===== src/rtl/seg_hex_pkg.sv =====
// Shared constants and types for the 7-segment display sequencer.
// The segment table is active-high in the {g,f,e,d,c,b,a} order. Board polarity is applied later.
package seg_hex_pkg;

    localparam logic [15:0] BASE_ADDR_DEFAULT = 16'h03FC;

    localparam int         SEG_DP_BIT = 7;
    localparam logic [6:0] SEG_BLANK  = 7'h00;

    // Entry n is the glyph for hex digit n; the leftmost element is index 15.
    localparam logic [15:0][6:0] SEG_HEX_TABLE = {
        7'h71, 7'h79, 7'h5E, 7'h39, 7'h7C, 7'h77, 7'h6F, 7'h7F,
        7'h07, 7'h7D, 7'h6D, 7'h66, 7'h4F, 7'h5B, 7'h06, 7'h3F
    };

    typedef enum logic [1:0] {
        ST_IDLE = 2'd0,
        ST_WR   = 2'd1,
        ST_DONE = 2'd2
    } seq_state_t;

endpackage


===== src/rtl/hex_to_seg.sv =====
// Converts one nibble to a segment byte {dp,g,f,e,d,c,b,a}.
// The byte can be blanked and inverted for common-anode boards.
module hex_to_seg
    import seg_hex_pkg::*;
(
    input  logic [3:0] i_nibble,
    input  logic       i_dp,
    input  logic       i_blank,
    input  logic       i_active_low,
    output logic [7:0] o_seg
);

    logic [7:0] w_seg_ah;

    // A blanked digit still shows its decimal point.
    always_comb begin
        w_seg_ah             = 8'h00;
        w_seg_ah[6:0]        = i_blank ? SEG_BLANK : SEG_HEX_TABLE[i_nibble];
        w_seg_ah[SEG_DP_BIT] = i_dp;
    end

    assign o_seg = i_active_low ? ~w_seg_ah : w_seg_ah;

endmodule


===== src/rtl/seg_hex_ctrl.sv =====
// Display sequencer: writes four digit bytes to the LED peripheral.
// It shares the peripheral's single write port with the CPU, and the CPU always wins.
module seg_hex_ctrl
    import seg_hex_pkg::*;
#(
    parameter logic [15:0] BASE_ADDR      = BASE_ADDR_DEFAULT,
    parameter logic        SEG_ACTIVE_LOW = 1'b1
) (
    input  logic        clk,
    input  logic        rst_n,
    input  logic        req_valid,
    output logic        req_ready,
    input  logic [15:0] req_value,
    input  logic [3:0]  req_dp,
    input  logic        req_blank_lz,
    input  logic        cpu_we,
    input  logic [15:0] cpu_addr,
    input  logic [15:0] cpu_wdata,
    output logic        led_we,
    output logic [15:0] led_addr,
    output logic [15:0] led_in,
    output logic        busy,
    output logic        done,
    output logic [7:0]  conflict_cnt
);

    seq_state_t  r_state;
    seq_state_t  w_state_next;
    logic [1:0]  r_idx;
    logic [15:0] r_value;
    logic [3:0]  r_dp;
    logic        r_blank_lz;
    logic [7:0]  r_conflict_cnt;

    logic [7:0]  w_digit_seg [4];
    logic [3:0]  w_digit_blank;

    // Digit i is blank when it and every digit above it are zero. Digit 0 is never blank.
    for (genvar gi = 0; gi < 4; gi++) begin : g_digit
        if (gi == 0) begin : g_first
            assign w_digit_blank[gi] = 1'b0;
        end else begin : g_upper
            assign w_digit_blank[gi] = r_blank_lz && (r_value[15:4*gi] == '0);
        end

        hex_to_seg u_hex (
            .i_nibble     (r_value[4*gi +: 4]),
            .i_dp         (r_dp[gi]),
            .i_blank      (w_digit_blank[gi]),
            .i_active_low (SEG_ACTIVE_LOW),
            .o_seg        (w_digit_seg[gi])
        );
    end

    always_ff @(posedge clk) begin
        if (!rst_n) begin
            r_state        <= ST_IDLE;
            r_idx          <= 2'd0;
            r_value        <= 16'h0000;
            r_dp           <= 4'h0;
            r_blank_lz     <= 1'b0;
            r_conflict_cnt <= 8'h00;
        end else begin
            r_state <= w_state_next;
            if (r_state == ST_IDLE && req_valid) begin
                r_value    <= req_value;
                r_dp       <= req_dp;
                r_blank_lz <= req_blank_lz;
                r_idx      <= 2'd0;
            end
            if (r_state == ST_WR) begin
                if (cpu_we) begin
                    if (r_conflict_cnt != 8'hFF) begin
                        r_conflict_cnt <= r_conflict_cnt + 8'd1;
                    end
                end else begin
                    r_idx <= r_idx + 2'd1;
                end
            end
        end
    end

    // The write port is combinational, so CPU stores reach the peripheral in the same cycle.
    always_comb begin
        w_state_next = r_state;
        req_ready    = 1'b0;
        busy         = 1'b0;
        done         = 1'b0;
        led_we       = 1'b0;
        led_addr     = 16'h0000;
        led_in       = 16'h0000;

        case (r_state)
            ST_IDLE: begin
                req_ready = 1'b1;
                if (req_valid) begin
                    w_state_next = ST_WR;
                end
            end
            ST_WR: begin
                busy = 1'b1;
                if (!cpu_we) begin
                    led_we   = 1'b1;
                    led_addr = BASE_ADDR + {14'd0, r_idx};
                    led_in   = {8'h00, w_digit_seg[r_idx]};
                    if (r_idx == 2'd3) begin
                        w_state_next = ST_DONE;
                    end
                end
            end
            ST_DONE: begin
                done         = 1'b1;
                w_state_next = ST_IDLE;
            end
            default: begin
                w_state_next = ST_IDLE;
            end
        endcase

        if (cpu_we) begin
            led_we   = 1'b1;
            led_addr = cpu_addr;
            led_in   = cpu_wdata;
        end
    end

    assign conflict_cnt = r_conflict_cnt;

endmodule


===== config.mk =====
export PLATFORM = sky130hd
export DESIGN_NAME = seg_hex_ctrl
export DESIGN_NICKNAME = d
export VERILOG_FILES = /design/src/rtl/seg_hex_pkg.sv /design/src/rtl/hex_to_seg.sv /design/src/rtl/seg_hex_ctrl.sv
export SDC_FILE = /design/constraint.sdc
export NUM_CORES = 1
export LEC_CHECK = 0
export ABC_AREA = 1
export CAP_MARGIN = 25
export CORE_ASPECT_RATIO = 0.8
export CORE_MARGIN = 1
export CORE_UTILIZATION = 30
export CTS_CLUSTER_SIZE = 28
export DETAILED_ROUTE_END_ITERATION = 8
export PLACE_DENSITY_LB_ADDON = 0.15
export SYNTH_ARGS = -nofsm -noshare
export SYNTH_HDL_FRONTEND = slang
export SYNTH_SLANG_ARGS = --single-unit
export TNS_END_PERCENT = 30

===== constraint.sdc =====
create_clock -name clk -period 4.3 [get_ports clk]
set_clock_uncertainty 0.2 [all_clocks]
set_input_delay 0.86 -clock clk [delete_from_list [all_inputs] [get_ports clk]]
set_output_delay 0.86 -clock clk [all_outputs]
set_load 0.02 [all_outputs]

==> results of run 1 <==
[per-stage QoR]
| stage | area (sq um) | total power, uW |
|---|---|---|
| floorplan | 3900 | 947.2 |
| finish | 5358 | 1815 |
| global placement | 5064 | 1122 |
| global route | 5358 | 1941 |
| CTS | 5358 | 1839 |
| detailed placement | 5064 | 1124 |
[worst max-delay path: cells and delay by family]
family	cells	cell delay, ps
buffers and inverters	4	1380
AND/OR/NAND/NOR	4	480
[final cells by class]
| class | count | area [sq um] |
|---|---|---|
| tap | 171 | 214.0 |
| inverter | 99 | 371.6 |
| timing repair buffer | 105 | 1039 |
| clock buffer | 12 | 246.5 |
| multi-input combinational | 441 | 2218 |
| clock inverter | 4 | 47.55 |
| sequential | 61 | 1221 |
| fill | 1312 | 7074 |
[synth_stat cells, types with 6 or more instances]
| library cell | number |
|---|---|
| sky130_fd_sc_hd__nand2_1 | 220 |
| sky130_fd_sc_hd__inv_1 | 94 |
| sky130_fd_sc_hd__nor2_1 | 68 |
| sky130_fd_sc_hd__dfxtp_1 | 61 |
| sky130_fd_sc_hd__nand3_1 | 34 |
| sky130_fd_sc_hd__ha_1 | 30 |
| sky130_fd_sc_hd__o21ai_0 | 22 |
| sky130_fd_sc_hd__a21oi_1 | 12 |
| sky130_fd_sc_hd__o21ai_1 | 11 |
| sky130_fd_sc_hd__clkbuf_1 | 9 |
| sky130_fd_sc_hd__nand4_1 | 8 |
| sky130_fd_sc_hd__nor3_1 | 6 |
[power by group through the flow]
stage	registers (uW)	clock network [uW]	logic (uW)
final	657	706	452
after global routing	665	758	518
after detailed placement	669	0	454
after floorplan	657	0	290
after CTS	658	724	457
after global placement	668	0	454
[metal layers]
metal / up-vias / wire length (um) / track usage (%)
met4: 0 / 125 / 4.402
met3: 10 / 831 / 4.475
met5: - / 0 / 0
met1: 1761 / 5006 / 21.23
met2: 113 / 4569 / 27.84
li1: 2083 / - / -
[final timing paths]
kind	startpoint	to	slack, ps
setup / recovery	cpu_we	led_in[6]	520
hold / removal	r_dp[2]	r_dp[2]	280
setup reg to reg	r_state[0]	flop	1960
hold reg to reg	r_dp[2]	r_dp[2]	280
[cell families (layout without fill, tap and decap cells)]
group | count (synthesis) | in the layout | share of synthesized area, %
AND/OR/NAND/NOR | 358 | 358 | 39.85
buffers and inverters | 116 | 220 | 11.81
flip-flops | 61 | 61 | 31.31
AO/OA/AOI/OAI | 52 | 52 | 7.187
adder cells (fa/ha/maj) | 30 | 30 | 9.625
XOR/XNOR | 1 | 1 | 0.2246
==> impl_results.rst, run 1 <==
.. list-table::
   :header-rows: 1

   * - Metric
     - Value
   * - Outcome
     - complete, no violations
   * - Maximum clock rate
     - 0.2642 GHz
   * - Detailed-route DRC error count
     - 0
   * - Peak supply drop
     - 0.1756 mV
   * - Crit path arrival time
     - 2720 ps
   * - Cell types occupying the most area after synthesis
     - sky130_fd_sc_hd__dfxtp_1, sky130_fd_sc_hd__nand2_1, sky130_fd_sc_hd__ha_1, sky130_fd_sc_hd__inv_1, sky130_fd_sc_hd__nor2_1
   * - Distinct cell type count after synthesis
     - 33
   * - Maximum net fanout on the critical path
     - 11
   * - Total routing usage reported by global routing
     - 16.76%
   * - Part of the total power dissipated in the clock network
     - 38.9%
   * - Number of antenna violations at the first check in global routing
     - 0
   * - Post-detailed-placement half-perimeter wirelength
     - 8.198 mm
   * - Post-layout utilization of the core
     - 43.10%
   * - Delay of the slowest cell on the worst path
     - 600 ps
   * - Root buf cell
     - sky130_fd_sc_hd__clkbuf_16
   * - Relative slew margins
     - 34.90%
   * - Number of top-level pins
     - 101
   * - Largest net degree at the start of global routing
     - 35
   * - Length of the first detailed-routing pass in iterations
     - 4
   * - Sequential element share of the synthesized area
     - 31.31%
   * - Remaining number of nets flagged by the antenna check after routing
     - 0
   * - Setup repair after global routing missed its margin
     - false
   * - Worst-Skew Late Latency
     - 320 ps
   * - Die outline height
     - 104.0 um
   * - Internal
     - 1281 uW
   * - Area Overhead vs Synth
     - 37.38%
   * - Min Clock Period, post-route
     - 3785 ps
   * - Synthesized netlist net count
     - 705
   * - Total wire length after detailed routing
     - 10.53 mm
   * - Clock sink total
     - 61
   * - Part of the power in registers
     - 36.2%
   * - Number of failing setup endpoints in the final timing report
     - 0
   * - Slowest-stage cell, CP
     - sky130_fd_sc_hd__clkdlybuf4s50_1
   * - Initial core utilization
     - 31.37%
   * - I/O Buffers
     - 100
   * - Yosys Warn Count
     - 0
   * - GPL Wtd Cong
     - 0.7936
   * - Pleak
     - 0.002776 uW
   * - Total negative setup slack
     - 0 ps
   * - DP Worst Slack
     - 508.6 ps
   * - Most common cell after layout, fill and taps aside
     - sky130_fd_sc_hd__nand2_1
   * - Least-Margin Pin Slew
     - 975.1 ps
   * - CTS buffer count
     - 9
   * - Net switching component of the power
     - 534.1 uW
   * - Worst-path clk slew
     - 50 ps
   * - Number of violations reported at the end of detailed-routing iteration 0
     - 250
   * - Number of standard cells in the final layout excluding fillers
     - 893
   * - Number of nets in the final layout
     - 804
   * - Final-layout worst hold slack
     - 278.4 ps
   * - Area of the mapped netlist
     - 3900 sq um
   * - Core area
     - 12430 sq um
   * - Vias per inst
     - 4.442
   * - Grt total ovfl
     - 0
   * - Req. time, crit path
     - 3240 ps
   * - Number of vias in the routed layout
     - 3967
   * - Per-cell routed wire length
     - 11.80 um
   * - Worst Setup Start Kind
     - primary input
   * - Combinational cell fraction of total power
     - 24.9%
   * - Vias in the first global route
     - 3897
   * - # placed instances
     - 877
   * - Worst hold path class
     - flop to flop
   * - Number of cells traversed by the worst register-to-register path
     - 9
   * - Layout cell share with drive strength beyond 1
     - 6.233%
   * - Share of the cycle needed by the critical path after routing
     - 88.02%
   * - Antenna fix cells
     - 0
   * - # Post-CTS Setup Buffers
     - 0
   * - Ratio of total power to cell area
     - 338.8 nW/um^2
   * - Cells along the critical path
     - clkdlybuf4s50_1 > inv_1 > nand2_1 > buf_4 > nor2_1 > nand3_1 > nand3_1 > clkdlybuf4s50_1
   * - Die outline width
     - 129.5 um
   * - Clock tree from TritonCTS
     - done
   * - Mean instance size in the synthesized netlist
     - 6.311 sq um
   * - Setup CP Type
     - primary input to output port
   * - Top cell type's share of synthesized area
     - 31.31%
   * - Cell type with the highest aggregate area in the netlist
     - sky130_fd_sc_hd__dfxtp_1
   * - Number of core rows
     - 36
   * - Post-synth EDFFs
     - 0
   * - Maximum level of the CTS H-tree
     - 3
   * - Setup slack after layout
     - 515.0 ps
   * - Share of total power consumed by net switching
     - 29.43%
   * - Commonest cells after routing, fill and taps aside
     - sky130_fd_sc_hd__nand2_1, sky130_fd_sc_hd__clkdlybuf4s50_1, sky130_fd_sc_hd__inv_1, sky130_fd_sc_hd__nor2_1, sky130_fd_sc_hd__dfxtp_1
   * - Quantity of gates resized following cts
     - 0
   * - Count of final max-slew check failures
     - 0
   * - Clock buffer depth
     - 2
   * - Number of cells produced by synthesis
     - 618
   * - Synth Register Bits
     - 61
   * - Critical Path Sink Type
     - output port
   * - Reported max-cap violation count
     - 0
   * - Post-CTS Hold Fix Bufs
     - 0
   * - Hold Path Stages
     - 2
   * - Most used flip-flop cell after synthesis
     - sky130_fd_sc_hd__dfxtp_1
   * - Hold violation total from the final report
     - 0
   * - Die area
     - 13460 sq um
   * - Asr flop ratio synth
     - 0%
   * - First-pass GRT wire length
     - 17.86 mm
Power figures use the tool's default switching activity.
==> run 2: changes to the inputs <==
--- a/config.mk
+++ b/config.mk
@@ -10,6 +10,8 @@
 export CORE_ASPECT_RATIO = 0.8
 export CORE_MARGIN = 1
 export CORE_UTILIZATION = 30
+export CTS_BUF_LIST = sky130_fd_sc_hd__clkbuf_4
+export CTS_CLUSTER_DIAMETER = 30
 export CTS_CLUSTER_SIZE = 28
 export DETAILED_ROUTE_END_ITERATION = 8
 export PLACE_DENSITY_LB_ADDON = 0.15
==> run 2 against run 1 <==
Effect of this change: first-iteration DRC count is 10% lower; utilization is 1.3 points lower; sequential cell count is the same; combinational power barely moved; via count rose by 0.38%; sequential share of layout area grew 0.70 points; non-clock buffer count did not move; sequential power hardly changed; clock power is 44% lower; setup slack lost 28 ps; global-route usage barely moved; largest cell class unchanged; highest routed layer unchanged.
==> impl_results.rst, run 2 (synthesis gave the netlist of run 1 again) <==
.. list-table::
   :header-rows: 1

   * - Metric
     - Value
   * - Busiest layer in global routing
     - met2
   * - Worst-path clk slew
     - 100 ps (+50 ps)
   * - Cells along the critical path
     - inv_1 > nand3_1 > nand3_1 > nand3_1 > clkdlybuf4s50_1
   * - Die area
     - 13460 sq um (unchanged)
   * - Number of violations reported at the end of detailed-routing iteration 0
     - 225 (-10%)
   * - Worst hold path class
     - flop to flop
   * - Root buf cell
     - sky130_fd_sc_hd__clkbuf_4
   * - Least-Margin Pin Slew
     - 981.7 ps (+6.541 ps)
   * - Setup CP Type
     - flop to output port
   * - Clock tree from TritonCTS
     - done
   * - Clock buffer depth
     - 2 (unchanged)
   * - Req. time, crit path
     - 3240 ps (about the same)
   * - Layout cell share with drive strength beyond 1
     - 6.371% (+0.14 points)
   * - Pleak
     - 0.002708 uW (-2.5%)
   * - Antenna fix cells
     - 0 (unchanged)
   * - Storage element area
     - 1221 sq um (unchanged)
   * - Number of standard cells in the final layout excluding fillers
     - 893 (unchanged)
   * - Met2 Usage GRT
     - 27.65% (-0.19 points)
   * - Clock sink total
     - 61 (unchanged)
   * - DP Worst Slack
     - 508.6 ps (unchanged)
   * - Length of the first detailed-routing pass in iterations
     - 4 (unchanged)
   * - GPL Wtd Cong
     - 0.7936 (unchanged)
   * - Most common cell after layout, fill and taps aside
     - sky130_fd_sc_hd__nand2_1
   * - Final-layout worst hold slack
     - 290.7 ps (+12.33 ps)
   * - Hold violation total from the final report
     - 0 (unchanged)
   * - Total negative setup slack
     - 0 ps (unchanged)
   * - Largest net degree at the start of global routing
     - 35 (unchanged)
   * - Worst Setup Start Kind
     - flop
   * - Delay of the slowest cell on the worst path
     - 980 ps (+380 ps)
   * - CTS buffer count
     - 9 (unchanged)
   * - Min Clock Period, post-route
     - 3813 ps (+28.35 ps)
   * - Relative slew margins
     - 34.46% (-0.44 points)
   * - Cell mode on critical path
     - sky130_fd_sc_hd__nand3_1
   * - Number of top-level pins
     - 101 (unchanged)
   * - Ratio of total power to cell area
     - 288.9 nW/um^2 (-15%)
   * - Setup slack after layout
     - 486.7 ps (-28.35 ps)
   * - I/O Buffers
     - 100 (unchanged)
   * - Maximum clock rate
     - 0.2622 GHz (-0.74%)
   * - Die outline height
     - 104.0 um (unchanged)
   * - Detailed-route DRC error count
     - 0 (unchanged)
   * - Crit path arrival time
     - 2750 ps (+30 ps)
   * - Number of nets in the final layout
     - 804 (unchanged)
   * - Grt total ovfl
     - 0 (unchanged)
   * - Maximum level of the CTS H-tree
     - 3 (unchanged)
   * - Number of failing setup endpoints in the final timing report
     - 0 (unchanged)
   * - Count of final max-slew check failures
     - 0 (unchanged)
   * - Number of vias in the routed layout
     - 3982 (+0.38%)
   * - Number of antenna violations at the first check in global routing
     - 0 (unchanged)
   * - Outcome
     - complete, no violations
   * - Number of filler instances in the final layout
     - 1331 (+1.4%)
   * - Non-Filler Cell Area, Final
     - 5197 sq um (-3.0%)
   * - GR Util met1
     - 20.89% (-0.34 points)
   * - Slowest-stage cell, CP
     - sky130_fd_sc_hd__dfxtp_1
   * - Total wire length after detailed routing
     - 10.59 mm (+0.52%)
   * - Post-CTS Hold Fix Bufs
     - 0 (unchanged)
   * - Number of core rows
     - 36 (unchanged)
   * - Global routing met3 resource utilization
     - 5.144% (+0.67 points)
   * - Commonest cells after routing, fill and taps aside
     - sky130_fd_sc_hd__nand2_1, sky130_fd_sc_hd__clkdlybuf4s50_1, sky130_fd_sc_hd__inv_1, sky130_fd_sc_hd__nor2_1, sky130_fd_sc_hd__dfxtp_1
   * - Maximum net fanout on the critical path
     - 32 (+21)
   * - Per-cell routed wire length
     - 11.86 um (+0.52%)
   * - Hold Startpoint
     - r_dp[2]
   * - Remaining number of nets flagged by the antenna check after routing
     - 0 (unchanged)
   * - Area used by multi-input combinational logic
     - 2218 sq um (unchanged)
   * - Peak supply drop
     - 0.1232 mV (-30%)
   * - Die outline width
     - 129.5 um (unchanged)
   * - Worst-Skew Late Latency
     - 400 ps (+80 ps)
   * - # Post-CTS Setup Buffers
     - 0 (unchanged)
   * - Placed inst area
     - 5064 sq um (unchanged)
   * - Startpoint of the worst-slack reg-to-reg timing path
     - r_state[0]
   * - Initial core utilization
     - 31.37% (unchanged)
   * - Critical Path Sink Type
     - output port
   * - Vias per inst
     - 4.459 (+0.38%)
   * - Core area
     - 12430 sq um (unchanged)
   * - First-pass GRT wire length
     - 17.84 mm (about the same)
   * - Post-detailed-placement half-perimeter wirelength
     - 8.198 mm (unchanged)
   * - Vias in the first global route
     - 3890 (-0.18%)
   * - Quantity of gates resized following cts
     - 0 (unchanged)
   * - Setup repair after global routing missed its margin
     - false
   * - Reported max-cap violation count
     - 0 (unchanged)
   * - # placed instances
     - 877 (unchanged)
   * - Area Overhead vs Synth
     - 33.27%
   * - Crit path launch
     - r_idx[0]
   * - Total routing usage reported by global routing
     - 16.73% (-0.031 points)
   * - Share of the cycle needed by the critical path after routing
     - 88.68% (+0.66 points)
==> run 2: per-stage QoR <==
stage,util [%],total power (uW)
after floorplan,-,947.2
after global placement,40.73,1122
after detailed placement,40.73,1124
after CTS,41.81,1527
after global routing,41.81,1625
final,41.81,1501
==> run 2: area by class of cell <==
class                   count  share of cell area (%)
clock buffers              11                   1.589
clock inverters             5                  0.9870
inverters                  99                   7.150
multi-input cells         441                   42.68
flip-flops and latches     61                   23.50
well taps                 171                   4.117
repair buffers            105                   19.98
==> run 2: final timing paths <==
kind / to / cells past startpoint / slack [ps]
worst min-delay path: r_dp[2] / 2 / 290
worst min register to register: r_dp[2] / 2 / 290
worst max register to register: g_digit[0].u_hex.w_seg_ah[1] / 9 / 1930
worst max-delay path: led_in[6] / 5 / 490
==> run 2: layer usage <==
layer  vias to the layer above  wire length (um)
met3                        10               902
met2                       122              4599
met5                         -                 0
li1                       2076                 -
met4                         0               104
met1                      1774              4982
==> run 2: worst max-delay path: cells and delay by family, from the launching register on <==
kind	cells	cell delay, ps
AND/OR/NAND/NOR	3	410
buffers and inverters	2	950
flip-flops	1	980
==> run 2: power breakdown <==
part / switching (uW) / internal (uW)
registers: 27.4 / 628
logic: 263 / 189
clock network: 206 / 187
